## src/rtl/fmes_recip_nper.sv

```systemverilog
// Reciprocal frequency meter: counts clk cycles over nper periods of Ux,
// then divides CLK_HZ*nper by that count with a bit-serial restoring divider.
module fmes_recip_nper #(
   parameter int CLK_HZ = 50_000_000,
   parameter int W_Q    = 32,
   parameter int W_F    = 16,
   parameter int TMO_CE = 200_000
) (
   input  logic           clk,
   input  logic           rst_n,
   input  logic           ce,
   input  logic           Ux,
   input  logic           st,
   input  logic [3:0]     nper,
   output logic [W_Q-1:0] Q,
   output logic [W_F-1:0] F,
   output logic           busy,
   output logic           ok_DIV,
   output logic           tmo,
   output logic           ovf
);

   localparam int W_T = $clog2(TMO_CE + 1);
   localparam int W_I = $clog2(W_Q + 1);
   localparam logic [W_Q-1:0] CLK_V = W_Q'(CLK_HZ);

   typedef enum logic [2:0] {S_IDLE, S_ARM, S_COUNT, S_DIV, S_DONE} state_t;

   state_t         r_state;
   logic           r_s1, r_s2, r_s3;
   logic [3:0]     r_nper;
   logic [3:0]     r_ecnt;
   logic [W_Q-1:0] r_cnt;
   logic [W_T-1:0] r_tcnt;
   logic [W_Q-1:0] r_num;
   logic [W_Q:0]   r_rem;
   logic [W_I-1:0] r_it;
   logic [W_Q-1:0] r_q;
   logic [W_F-1:0] r_f;
   logic           r_busy, r_ok, r_tmo, r_ovf;

   logic           w_ue;
   logic           w_tmo;
   logic           w_sat;
   logic [W_Q-1:0] w_numer;
   logic [W_Q:0]   w_trial;
   logic [W_Q:0]   w_diff;
   logic           w_ge;
   logic           w_qhi;

   assign w_ue    = r_s2 & ~r_s3;
   // Level compare on a saturating tick count, so a timeout that loses to an
   // edge in the same cycle still fires on the following cycle.
   assign w_tmo   = (r_tcnt == W_T'(TMO_CE));
   assign w_sat   = &r_cnt;
   assign w_numer = CLK_V * W_Q'(r_nper);
   assign w_trial = {r_rem[W_Q-1:0], r_num[W_Q-1]};
   assign w_diff  = w_trial - {1'b0, r_q};
   assign w_ge    = (w_trial >= {1'b0, r_q});
   assign w_qhi   = |r_num[W_Q-1:W_F];

   always_ff @(posedge clk or negedge rst_n) begin
      if (!rst_n) begin
         r_s1 <= 1'b0;
         r_s2 <= 1'b0;
         r_s3 <= 1'b0;
      end else begin
         r_s1 <= Ux;
         r_s2 <= r_s1;
         r_s3 <= r_s2;
      end
   end

   always_ff @(posedge clk or negedge rst_n) begin
      if (!rst_n) begin
         r_state <= S_IDLE;
         r_nper  <= 4'd1;
         r_ecnt  <= '0;
         r_cnt   <= '0;
         r_tcnt  <= '0;
         r_num   <= '0;
         r_rem   <= '0;
         r_it    <= '0;
         r_q     <= '0;
         r_f     <= '0;
         r_busy  <= 1'b0;
         r_ok    <= 1'b0;
         r_tmo   <= 1'b0;
         r_ovf   <= 1'b0;
      end else begin
         r_ok <= 1'b0;
         if ((r_state == S_ARM || r_state == S_COUNT) && ce && !w_tmo)
            r_tcnt <= r_tcnt + 1'b1;
         case (r_state)
            S_IDLE: begin
               if (st) begin
                  r_nper  <= (nper == 4'd0) ? 4'd1 : nper;
                  r_cnt   <= '0;
                  r_ecnt  <= '0;
                  r_tcnt  <= '0;
                  r_busy  <= 1'b1;
                  r_state <= S_ARM;
               end
            end
            S_ARM: begin
               if (w_ue) begin
                  r_cnt   <= '0;
                  r_ecnt  <= '0;
                  r_state <= S_COUNT;
               end else if (w_tmo) begin
                  r_q     <= r_cnt;
                  r_f     <= '0;
                  r_tmo   <= 1'b1;
                  r_ovf   <= 1'b0;
                  r_ok    <= 1'b1;
                  r_state <= S_DONE;
               end
            end
            S_COUNT: begin
               r_cnt <= r_cnt + 1'b1;
               if (w_ue && (r_ecnt + 4'd1 == r_nper)) begin
                  // +1 covers the cycle of the closing edge itself
                  r_q     <= r_cnt + 1'b1;
                  r_num   <= w_numer;
                  r_rem   <= '0;
                  r_it    <= '0;
                  r_state <= S_DIV;
               end else if (w_ue) begin
                  r_ecnt <= r_ecnt + 4'd1;
               end else if (w_tmo || w_sat) begin
                  r_q     <= r_cnt;
                  r_f     <= '0;
                  r_tmo   <= 1'b1;
                  r_ovf   <= 1'b0;
                  r_ok    <= 1'b1;
                  r_state <= S_DONE;
               end
            end
            S_DIV: begin
               if (r_it == W_I'(W_Q)) begin
                  r_f     <= w_qhi ? '1 : r_num[W_F-1:0];
                  r_ovf   <= w_qhi;
                  r_tmo   <= 1'b0;
                  r_ok    <= 1'b1;
                  r_state <= S_DONE;
               end else begin
                  // numerator shifts out MSB-first; quotient bits shift in at LSB
                  r_rem <= w_ge ? w_diff : w_trial;
                  r_num <= {r_num[W_Q-2:0], w_ge};
                  r_it  <= r_it + 1'b1;
               end
            end
            S_DONE: begin
               r_busy  <= 1'b0;
               r_state <= S_IDLE;
            end
            default: r_state <= S_IDLE;
         endcase
      end
   end

   assign Q      = r_q;
   assign F      = r_f;
   assign busy   = r_busy;
   assign ok_DIV = r_ok;
   assign tmo    = r_tmo;
   assign ovf    = r_ovf;

endmodule

```

## config.mk

```make
export PLATFORM = sky130hd
export DESIGN_NAME = fmes_recip_nper
export DESIGN_NICKNAME = d
export VERILOG_FILES = /design/src/rtl/fmes_recip_nper.sv
export SDC_FILE = /design/constraint.sdc
export NUM_CORES = 1
export LEC_CHECK = 0
export CAP_MARGIN = 20
export CORE_UTILIZATION = 57
export DETAILED_ROUTE_END_ITERATION = 8
export PLACE_DENSITY = 0.83
export SYNTH_ARGS = -nofsm -noshare
export SYNTH_HDL_FRONTEND = slang
export SYNTH_SLANG_ARGS = --single-unit
```

## constraint.sdc

```tcl
create_clock -name clk -period 6.1 [get_ports clk]
set_clock_uncertainty 0.1 [all_clocks]
set_input_delay 0.61 -clock clk [delete_from_list [all_inputs] [get_ports clk]]
set_output_delay 0.61 -clock clk [all_outputs]
set_load 0.03 [all_outputs]
```

======== Word-level counts from Yosys, hierarchy flattened ========
Index checks and enable logic that the tools add are counted.
Widths: inputs -> output; s select.
storage, ports and cells
  bits in registers ....................... 186
  output and inout port bits .............. 52
  word-level logic and storage cells ...... 137
operators by class
  $add $sub $neg .......................... 5
  multipliers ............................. 1
  order comparisons ....................... 1
  equal/unequal tests ..................... 21
  multiplexer cells ....................... 67
  bitwise operators ....................... 2
  reductions and logical operators ........ 23
operator list
  kind                   count
  $mux 32                12
  $pmux 32 s2            3
  $mux 16                7
  $pmux 32 s3            1
  $mux 18                3
  $pmux 16 s3            1
  $ge 33x32->1           1
  $add 32x1->32 const B  1
  $reduce_and 32->1      1
  $sub 32x32->32         1
  $mul 19x4->23 const A  1
  $mux 3                 7
  $mux 4                 5
  $mux 1                 19
  $add 18x1->18 const B  1
  $eq 18x18->1 const B   1
  $ne 2x2->1 const B     9
  $reduce_or 16->1       1
  $reduce_and 5->1       3
  $mux 6                 2
  $pmux 3 s4             1
  $pmux 4 s3             1
  $pmux 6 s2             1
  $pmux 1 s3             3
  other kinds (24)       34

======== Depth between registers and ports, before layout ========
Gate-level depths: netlist of run 1.
  word-level depth ........................ 7
  mapped depth ............................ 14
  gate-level depth less buffers ........... 14

======== Worst setup path before layout of run 1 ========
OpenSTA, ideal clock, no wires.
  path type ............................... reg2reg
  start ................................... register r_nper[2]
  end ..................................... register r_num[28]
  arrival ................................. 3.367 ns
  setup slack ............................. 2.509 ns
  stages on the path, launching flop included .. 15
  cell sequence ........................... dfrtp_1 fa_1 inv_1 fa_1 inv_1 ha_1 nor2b_1 o21ai_0 a21boi_0 o22ai_1 o21ai_0 o211a_1 o41ai_1 nor2_1 a211o_1
between the ends
  cells in the longest elaborated chain, start to end .. 4
RTL lines
  what                                                   line  text
  start: declaration                                     31    logic [3:0] r_nper;
  start signal: assignment                               97    r_nper <= (nper == 4'd0) ? 4'd1 : nper;
  branches (longest 4 deep; another with $mul 19x4->23)  n/a
  end signal: assignment                                 124   r_num <= w_numer;
  end signal: assignment                                 149   r_num <= {r_num[W_Q-2:0], w_ge};
  end: declaration                                       35    logic [W_Q-1:0] r_num;
Parallel ways; which one is timed is not known. The select of a mux whose other input is x is not followed.
A chain may end at the register's enable or synchronous reset.

======== Worst setup path after layout of run 1 ========
Ends and elaborated chain as after synthesis.

==> results of run 1 <==
## cells in the final DEF, fill, tap and decap left out, drive strengths merged, types with 14 or more instances in the layout
master,count
clkdlybuf4s50,59
nand2,147
o21ai,128
and3,16
inv,74
dfrtp,185
a31oi,20
a22o,14
mux2i,15
ha,60
nand3,39
a21o,18
xnor2,50
o31ai,20
xor2,36
a21oi,79
nor2,158
nor3,18
nand4,15
clkbuf,18
## layout make-up
type                            instances  area, µm²  area share
Inverter                               67        251      0.0195
Clock buffer                           17        425      0.0329
Multi-Input combinational cell        988       6420       0.496
Sequential cell                       186       4660       0.360
Clock inverter                         15        151      0.0117
Tap cell                              265        332      0.0257
Timing Repair Buffer                   72        694      0.0537
## logic make-up (layout without fill, tap and decap cells)
family | Yosys count | after routing
buffers and inverters | 124 | 171
XOR/XNOR | 86 | 86
multiplexers | 23 | 23
adder cells (fa/ha/maj) | 69 | 69
AO/OA/AOI/OAI | 362 | 362
flip-flops | 186 | 186
AND/OR/NAND/NOR | 448 | 448
## power groups by stage
stage / Sequential, µW / Combinational [µW] / Clock (µW)
after floorplan: 1850 / 2340 / 0
after global placement: 1740 / 3270 / 0
after detailed placement: 1750 / 3340 / 0
after CTS: 1730 / 3370 / 1100
after global routing: 1760 / 3760 / 1150
final: 1730 / 3410 / 1090
## metrics by stage
step | hold slack [ns] | cell area, µm² | std cells
3_3_place_gp | 0.242 | 12300 | 1578
4_1_cts | 0.0103 | 12900 | 1610
2_1_floorplan | 0.214 | 11600 | 1298
3_5_place_dp | 0.241 | 12300 | 1578
5_1_grt | 0.0280 | 12900 | 1610
6_report | -0.0166 | 12900 | 1610
## worst reg2reg max path, cell delays in order, from the launching register on
cell and delay [ns]:
dfrtp_1 0.51, fa_1 0.62, inv_1 0.10, fa_1 0.52, fa_1 0.45, nor2b_1 0.15, o21ai_0 0.11, a21boi_0 0.34
o22ai_1 0.18, o21ai_0 0.22, o211a_1 0.23, o41ai_1 0.09, a211o_1 0.27
## sequential cells by signal, summed over array words and instances (netlist names), 3 cells and up
register and flops:
r_tcnt 18, r_rem 32, r_state 3, F 16, r_nper 4, Q 32
r_cnt 32, r_it 6, r_ecnt 4, r_num 32
## path summary, 6_finish.rpt
| check | slack (ns) | cells after the start | to | from |
|---|---|---|---|---|
| setup / recovery | 2.09 | 12 | r_num[28] | r_nper[2] |
| hold / removal | -0.02 | 1 | r_rem[6] | rst_n |
| setup reg to reg | 2.09 | 12 | r_num[28] | r_nper[2] |
| hold reg to reg | 0.26 | 0 | r_s2 | r_s1 |
| max in group asynchronous | 4.61 | 2 | r_state[2] | rst_n |
| min in group clk | 0.26 | 0 | r_s2 | r_s1 |
## routing by layer
| metal | vias to the layer above | part of all wire |
|---|---|---|
| met3 | 51 | 0.054 |
| li1 | 4655 | - |
| met5 | - | 0 |
| met4 | 0 | 0.022 |
| met2 | 302 | 0.48 |
| met1 | 4709 | 0.45 |
==> metrics.yaml, run 1 <==
pre_cts_ws_ns: 2.13
rsz0062_at_grt: "false"
tightestPinTransition_ns: 1.07
async_flop_share: 1.00
busiest_layer: "met2"
ir_drop_uv: 324
crit_family: "adder cells"
cts_max_path_buffers: 2
finalWorstSetupSlack_ns: 2.09
worstPathCellList: "fa_1 > inv_1 > fa_1 > fa_1 > nor2b_1 > o21ai_0 > a21boi_0 > o22ai_1 > o21ai_0 > o211a_1 > o41ai_1 > a211o_1"
slowest_stage: "fa_1"
drv_slew: 0
ys_top_cells_by_area: "dfrtp_1, ha_1, o21ai_0, nor2_1, nand2_1"
h-tree-depth: 4
finish.utilization: 0.658
vias: 9717
clk_latency_ns: 0.45
yosysSeqAreaShare: 0.403
clk_pin_slew_worst_paths_ns: 0.07
dieWidth_um: 144
post_synth_and_or_nand_nor_area_fraction: 0.177
dp_hpwl_um: 19200
area_delta_synth_final_pct: 11.8
netlist-cell-type-count: 78
path_class: "flip-flop to flip-flop"
antenna_found_initial: 0
cts_made_buffers: 17
clock_power_share: 0.175
crit_path_end_kind: "flip-flop"
drc: 0
synth_edf_count: 0
gp_congestion: 0.946
power.share.combinational: 0.547
crit_arrival_ns: 4.24
io-pin-count: 61
grt_overflow: 0
synth_cells: 1298
synth_xor_area_frac: 0.0652
period_share: 0.657
synth_area_um2: 11600
fill_cells: 1623
use_met3: 0.0477
setup_tns_ns: 0
p_seq_frac: 0.278
synthTopCellsByCount: "dfrtp_1, nor2_1, nand2_1"
synth_top_family_by_area: "compound AO/OA/AOI/OAI gates"
final_nets: 1410
swShare: 0.461
vias_per_cell: 6.04
core-area_um2: 19700
totalPowerFinal_uw: 6240
internal-power_uw: 3360
status: "finished, violations left"
diodes: 0
p_leak_uw: 0.00574
power.switching_uw: 2880
cp.required_ns: 6.33
period_minus_slack_ns: 4.01
track_usage: 0.278
clock-sinks: 186
ctsHoldBuffers: 0
synth_area_per_cell_um2: 8.90
synth_seq_cells: 186
grt_pass1_wl_um: 45500
synth_compound_area_frac: 0.208
grt_pass1_vias: 9115
dr.pass1.iters: 7
hold_ws_ns: -0.0166
yosys.area.top_type: "dfrtp_1"
numPortBuffers: 60
rows: 51
muxShareOfSynthArea: 0.0211
slew_headroom: 0.287
drv_cap: 0
cts_root_buffer: "clkbuf_16"
hold_viol_final: 4
cts_setup_buffers: 0
synth_top_cell_area_share: 0.401
die_area_um2: 20900
wl_um: 27500
start_kind: "flip-flop"
synth_ff_type: "dfrtp_1"
drive_gt1_frac: 0.0691
cp.buffers_inverters: 1
gr-usage-met1: 0.381
setup_viol: 0
post_cts_resized: 0
die_height_um: 144
postRouteAntennaNets: 0
worstPathMaxFanout: 9
wl_per_cell_um: 17.1
crit_top_cell: "fa_1"
cts_tree: "built"
syn_nets: 1376
initial_utilization: 0.588
synth.most_common_cell: "dfrtp_1"
yosys.area_share.adder: 0.0805
violations: "negative hold slack"
cp_slowest_stage_delay_ns: 0.62
power_density_nw_per_um2: 483
hold_path_class: "primary input to asynchronous set/reset pin"
max_freq_mhz: 249
grt_max_degree: 74
yosysWarnings: 0
drt_iter0_markers: 850
grt_use_met2: 0.440
Note: power is estimated with default switching activity, not from simulation.
==> inputs of run 2 (changes only) <==
Settings changed: CORE_UTILIZATION 57 to 55, PLACE_DENSITY 0.83 to 0.84.
Clock period 6.1 ns to 3.59 ns, I/O delays scaled along.
==> metrics.yaml, run 2 (same netlist as run 1, synthesis figures left out) <==
setup_tns_ns: 0  # unchanged
final_common_cell: "dfrtp_1"  # unchanged
status: "complete, no violations"  # was finished, violations left
finalNonFillerCells: 1642  # was 1610
dp_hpwl_um: 19700  # was 19200 µm
wl_um: 28800  # was 27500 µm
cts_max_path_buffers: 2  # unchanged
p_leak_uw: 0.00589  # was 0.00574 µW
final_cell_mix: "dfrtp_1, nor2_1, nand2_1, o21ai_0, inv_1"  # unchanged
drt_iter0_markers: 851  # was 850
ir_drop_uv: 680  # was 324 µV
cts_root_buffer: "clkbuf_16"  # unchanged
drv_slew: 0  # unchanged
io-pin-count: 61  # unchanged
numPortBuffers: 60  # unchanged
power_density_nw_per_um2: 855  # was 483 nW/µm²
vias: 9971  # was 9717
initial_utilization: 0.566  # was 0.588
grt_max_degree: 100  # was 74
wl_per_cell_um: 17.5  # was 17.1 µm
gr-usage-met1: 0.370  # was 0.381
use_met3: 0.0488  # was 0.0477
vias_per_cell: 6.07  # was 6.04
period_minus_slack_ns: 3.46  # was 4.01 ns
slew_headroom: 0.311  # was 0.287
grt_pass1_wl_um: 47400  # was 45500 µm
grt_use_met2: 0.442  # was 0.440
tightestPinTransition_ns: 1.03  # was 1.07 ns
start_kind: "flip-flop"  # unchanged
die_area_um2: 21600  # was 20900 µm²
h-tree-depth: 4  # unchanged
dieWidth_um: 147  # was 144 µm
setup_viol: 0  # unchanged
drv_cap: 0  # unchanged
placed_cells: 1604  # was 1578
cts_made_buffers: 17  # unchanged
crit_path_end_kind: "flip-flop"  # unchanged
track_usage: 0.273  # was 0.278
gp_congestion: 0.908  # was 0.946
max_freq_mhz: 289  # was 249 MHz
postRouteAntennaNets: 0  # unchanged
hold_ws_ns: 0.248  # was -0.0166 ns
rows: 52  # was 51
path_class: "flip-flop to flip-flop"  # unchanged
cts_tree: "built"  # unchanged
clk_latency_ns: 0.45  # about the same
die_height_um: 147  # was 144 µm
cp.required_ns: 3.82  # was 6.33 ns
worstPathMaxFanout: 3  # was 9
clock-sinks: 186  # unchanged
drive_gt1_frac: 0.0962  # was 0.0691
core-area_um2: 20400  # was 19700 µm²
period_share: 0.964  # was 0.657
grt_overflow: 0  # unchanged
rsz0062_at_grt: "true"  # was false
final_nets: 1437  # was 1410
clk_pin_slew_worst_paths_ns: 0.07  # about the same
drc: 0  # unchanged
busiest_layer: "met2"  # unchanged
dr.pass1.iters: 6  # was 7
hold_viol_final: 0  # was 4
antenna_found_initial: 0  # unchanged
area_delta_synth_final_pct: 14.4  # was 11.8%
crit_arrival_ns: 3.69  # was 4.24 ns
diodes: 0  # unchanged
hold_path_class: "primary input to flip-flop"  # was primary input to asynchronous set/reset pin
grt_pass1_vias: 9583  # was 9115
==> run 2: changes by cell type in the layout (fill, tap and decap cells not counted), sizes merged <==
cell | before | now
dlygate4sd3 | 0 | 1
clkinv | 7 | 5
buf | 12 | 38
clkbuf | 18 | 20
==> run 2: power by group <==
group | total [µW] | internal (µW) | switching, µW
combinational | 6540 | 2730 | 3810
clock | 1860 | 958 | 898
sequential | 2900 | 2460 | 442
==> run 2: layer usage <==
| layer | routed length (µm) | part of all wire |
|---|---|---|
| met1 | 12500 | 0.44 |
| met2 | 13700 | 0.48 |
| met3 | 1770 | 0.062 |
| met4 | 790 | 0.027 |
| met5 | 0 | 0 |
==> run 2: critical path, stage by stage, from the launching register on <==
cell      delay, ns
dfrtp_1        0.41
fa_1           0.59
inv_2          0.07
fa_2           0.37
inv_2          0.10
ha_4           0.21
nor2b_2        0.16
o21ai_2        0.14
a21boi_2       0.08
o22ai_2        0.13
o21ai_1        0.09
o211a_1        0.15
o41ai_2        0.39
nor2_1         0.09
a211o_1        0.27
==> run 2: cell type report <==
class,count,area [µm²]
Fill cell,1628,7210
Multi-Input combinational cell,988,6480
Sequential cell,186,4660
Timing Repair Buffer,99,912
Clock buffer,19,453
Tap cell,270,338
Inverter,67,251
Clock inverter,13,130
==> run 2: path summary, 6_finish.rpt <==
kind,from,endpoint,slack (ns),cells after the start
min reg2reg,r_s1,r_s2,0.27,0
max,r_nper[3],r_num[28],0.13,14
max reg2reg,r_nper[3],r_num[28],0.13,14
min,Ux,r_s1,0.25,1
max in group asynchronous,rst_n,r_num[3],2.04,3
min in group asynchronous,rst_n,r_cnt[19],0.45,2
==> run 2: metrics by stage <==
stage | area, µm² | total power [µW] | setup WS [ns] | utilization
after global placement | 12500 | 8800 | 0.00115 | 0.613
after detailed placement | 12500 | 8980 | -0.105 | 0.613
after floorplan | 11600 | 7150 | 0.0645 | -
after global routing | 13200 | 12100 | -0.0212 | 0.647
final | 13200 | 11300 | 0.131 | 0.647
after CTS | 13100 | 11000 | 0.0458 | 0.643
==> run 2: what timing repair did <==
| item | CTS | global route |
|---|---|---|
| resized for setup | 4 | 16 |
| pin swaps | 4 | 13 |
| setup endpoints to repair | 4 | 11 |
| hold buffers | 1 | 0 |
| buffers inserted | 1 | 4 |
| hold endpoints to repair | 94 | 0 |
==> inputs of run 3 (changes only) <==
Settings changed: CORE_UTILIZATION 55 to 60, PLACE_DENSITY 0.84 to 0.87, TNS_END_PERCENT from default to 1.
Clock period 3.59 ns to 4.01 ns, I/O delays scaled along.
==> metrics.yaml, run 3 (same netlist as run 1, synthesis figures left out) <==
grt_max_degree: 104  # was 100
h-tree-depth: 4  # unchanged
cts_tree: "built"  # unchanged
finalWorstSetupSlack_ns: 0.282  # was 0.131 ns
period_share: 0.930  # was 0.964
clk_latency_ns: 0.44  # was 0.45 ns
dp_hpwl_um: 19200  # was 19700 µm
ff2ff_path_depth: 13  # was 14
slew_headroom: 0.369  # was 0.311
initial_utilization: 0.616  # was 0.566
final_common_cell: "dfrtp_1"  # unchanged
drt_iter0_markers: 1030  # was 851
drive_gt1_frac: 0.0747  # was 0.0962
track_usage: 0.292  # was 0.273
cts_root_buffer: "clkbuf_16"  # unchanged
cts_made_buffers: 17  # unchanged
postRouteAntennaNets: 0  # unchanged
vias_per_cell: 6.23  # was 6.07
cp_slowest_stage_delay_ns: 0.60  # was 0.59 ns
start_kind: "flip-flop"  # unchanged
p_leak_uw: 0.00580  # was 0.00589 µW
hold_depth: 0  # was 1
drc: 0  # unchanged
slowest_stage: "fa_1"  # unchanged
vias: 9875  # was 9971
io-pin-count: 61  # unchanged
clk_pin_slew_worst_paths_ns: 0.08  # was 0.07 ns
tightestPinTransition_ns: 0.947  # was 1.03 ns
p_seq_frac: 0.271  # was 0.257
hold_end: "r_s2"  # was r_s1
power.share.combinational: 0.557  # was 0.579
rows: 50  # was 52
crit_path_end_kind: "flip-flop"  # unchanged
die_height_um: 141  # was 147 µm
period_minus_slack_ns: 3.73  # was 3.46 ns
max_freq_mhz: 268  # was 289 MHz
holdCritStartpoint: "r_s1"  # was Ux
path_class: "flip-flop to flip-flop"  # unchanged
grt_pass1_wl_um: 46200  # was 47400 µm
hold_viol_final: 0  # unchanged
wl_um: 27800  # was 28800 µm
timing.rr.end: "r_num[23]"  # was r_num[28]
setup_tns_ns: 0  # unchanged
dieWidth_um: 141  # was 147 µm
ir_drop_uv: 587  # was 680 µV
reg2reg_slack_ns: 0.28  # was 0.13 ns
final_cell_mix: "dfrtp_1, nor2_1, nand2_1, o21ai_0, inv_1"  # unchanged
grt_overflow: 0  # unchanged
diodes: 0  # unchanged
dr.pass1.iters: 8  # was 6
core-area_um2: 18800  # was 20400 µm²
final_nets: 1417  # was 1437
cp.required_ns: 4.21  # was 3.82 ns
area_delta_synth_final_pct: 12.5  # was 14.4%
clock-sinks: 186  # unchanged
r2r_start: "r_nper[1]"  # was r_nper[3]
hold_path_class: "flip-flop to flip-flop"  # was primary input to flip-flop
power.switching_uw: 4470  # was 5150 µW
gp_congestion: 0.917  # was 0.908
drv_cap: 0  # unchanged
numPortBuffers: 60  # unchanged
swShare: 0.463  # was 0.456
setup_viol: 0  # unchanged
rsz0062_at_grt: "false"  # was true
crit_arrival_ns: 3.92  # was 3.69 ns
pre_cts_ws_ns: 0.136  # was -0.105 ns
drv_slew: 0  # unchanged
die_area_um2: 19800  # was 21600 µm²
worstPathMaxFanout: 3  # unchanged
finish.utilization: 0.693  # was 0.647
internal-power_uw: 5190  # was 6150 µW
worstPathCellList: "fa_1 > inv_1 > fa_1 > inv_1 > ha_1 > a21o_1 > a21oi_1 > o21ai_0 > a31oi_1 > o21bai_1 > a21oi_1 > xor2_1 > o21ai_0"  # was fa_1 > inv_2 > fa_2 > inv_2 > ha_4 > nor2b_2 > o21ai_2 > a21boi_2 > o22ai_2 > o21ai_1 > o211a_1 > o41ai_2 > nor2_1 > a211o_1
wl_per_cell_um: 17.6  # was 17.5 µm
fill_cells: 1392  # was 1628
grt_pass1_vias: 9281  # was 9583
cts_max_path_buffers: 2  # unchanged
antenna_found_initial: 0  # unchanged
clock_power_share: 0.172  # was 0.164
cts_setup_buffers: 0  # was 1
status: "complete, no violations"  # unchanged
totalPowerFinal_uw: 9670  # was 11300 µW
power_density_nw_per_um2: 744  # was 855 nW/µm²
==> run 3: cell count changes in the layout (fill, tap and decap cells not counted), moves of 3 or more <==
cell / previous run / this run
buf_4: 37 / 15
o21ai_0: 113 / 118
o21ai_1: 14 / 10
ha_1: 57 / 60
==> run 3: how the worst max path moves through the flow <==
stage | start | endpoint | slack (ns) | cells after the start
after floorplan | r_nper[2] | r_num[28] | 0.42 | 14
after global placement | r_nper[1] | r_num[28] | 0.30 | 14
after detailed placement | r_nper[1] | r_num[26] | 0.14 | 13
after CTS | r_nper[1] | r_num[26] | 0.11 | 13
after global routing | r_nper[1] | r_num[23] | 0.004 | 13
final | r_nper[1] | r_num[23] | 0.28 | 13
==> run 3: final cells by class <==
type | instances | area, µm² | share of cell area
Sequential cell | 186 | 4660 | 0.358
Clock inverter | 15 | 153 | 0.0117
Inverter | 67 | 251 | 0.0193
Clock buffer | 17 | 425 | 0.0327
Multi-Input combinational cell | 988 | 6430 | 0.494
Timing Repair Buffer | 79 | 795 | 0.0611
Tap cell | 234 | 293 | 0.0225
==> run 3: what timing repair did <==
| action | in CTS | in global routing |
|---|---|---|
| setup endpoints to repair | 0 | 2 |
| resized for setup | 0 | 4 |
| hold buffers | 1 | 0 |
| hold endpoints to repair | 4 | 0 |
==> run 3: stage by stage <==
| stage | hold WS [ns] | cells | area (µm²) |
|---|---|---|---|
| final | 0.257 | 1586 | 13000 |
| after global routing | 0.270 | 1586 | 13000 |
| after CTS | 0.258 | 1585 | 13000 |
| after detailed placement | 0.240 | 1552 | 12400 |
| after global placement | 0.240 | 1552 | 12400 |
| after floorplan | 0.00541 | 1298 | 11600 |
==> run 3: routing by layer <==
layer | part of all wire | vias to the layer above | GRT usage
met5 | 0 | - | 0
met4 | 0.023 | 0 | 0.101
met3 | 0.047 | 64 | 0.0459
met2 | 0.48 | 339 | 0.466
met1 | 0.45 | 4808 | 0.407
li1 | - | 4664 | -
==> run 3: power by group through the flow <==
stage / sequential, µW / clock [µW] / combinational, µW
floorplan: 2810 / 0 / 3550
global placement: 2620 / 0 / 5090
detailed placement: 2630 / 0 / 5190
CTS: 2600 / 1680 / 5240
global route: 2660 / 1760 / 5960
finish: 2620 / 1660 / 5390
==> run 3: worst max-delay path, delay by kind of cell (launching register included) <==
| family | cells | cell delay [ns] |
|---|---|---|
| xor+xnor | 1 | 0.15 |
| compound gates | 7 | 1.29 |
| buf+inv | 2 | 0.19 |
| fa+ha+maj | 3 | 1.46 |
| flops | 1 | 0.40 |
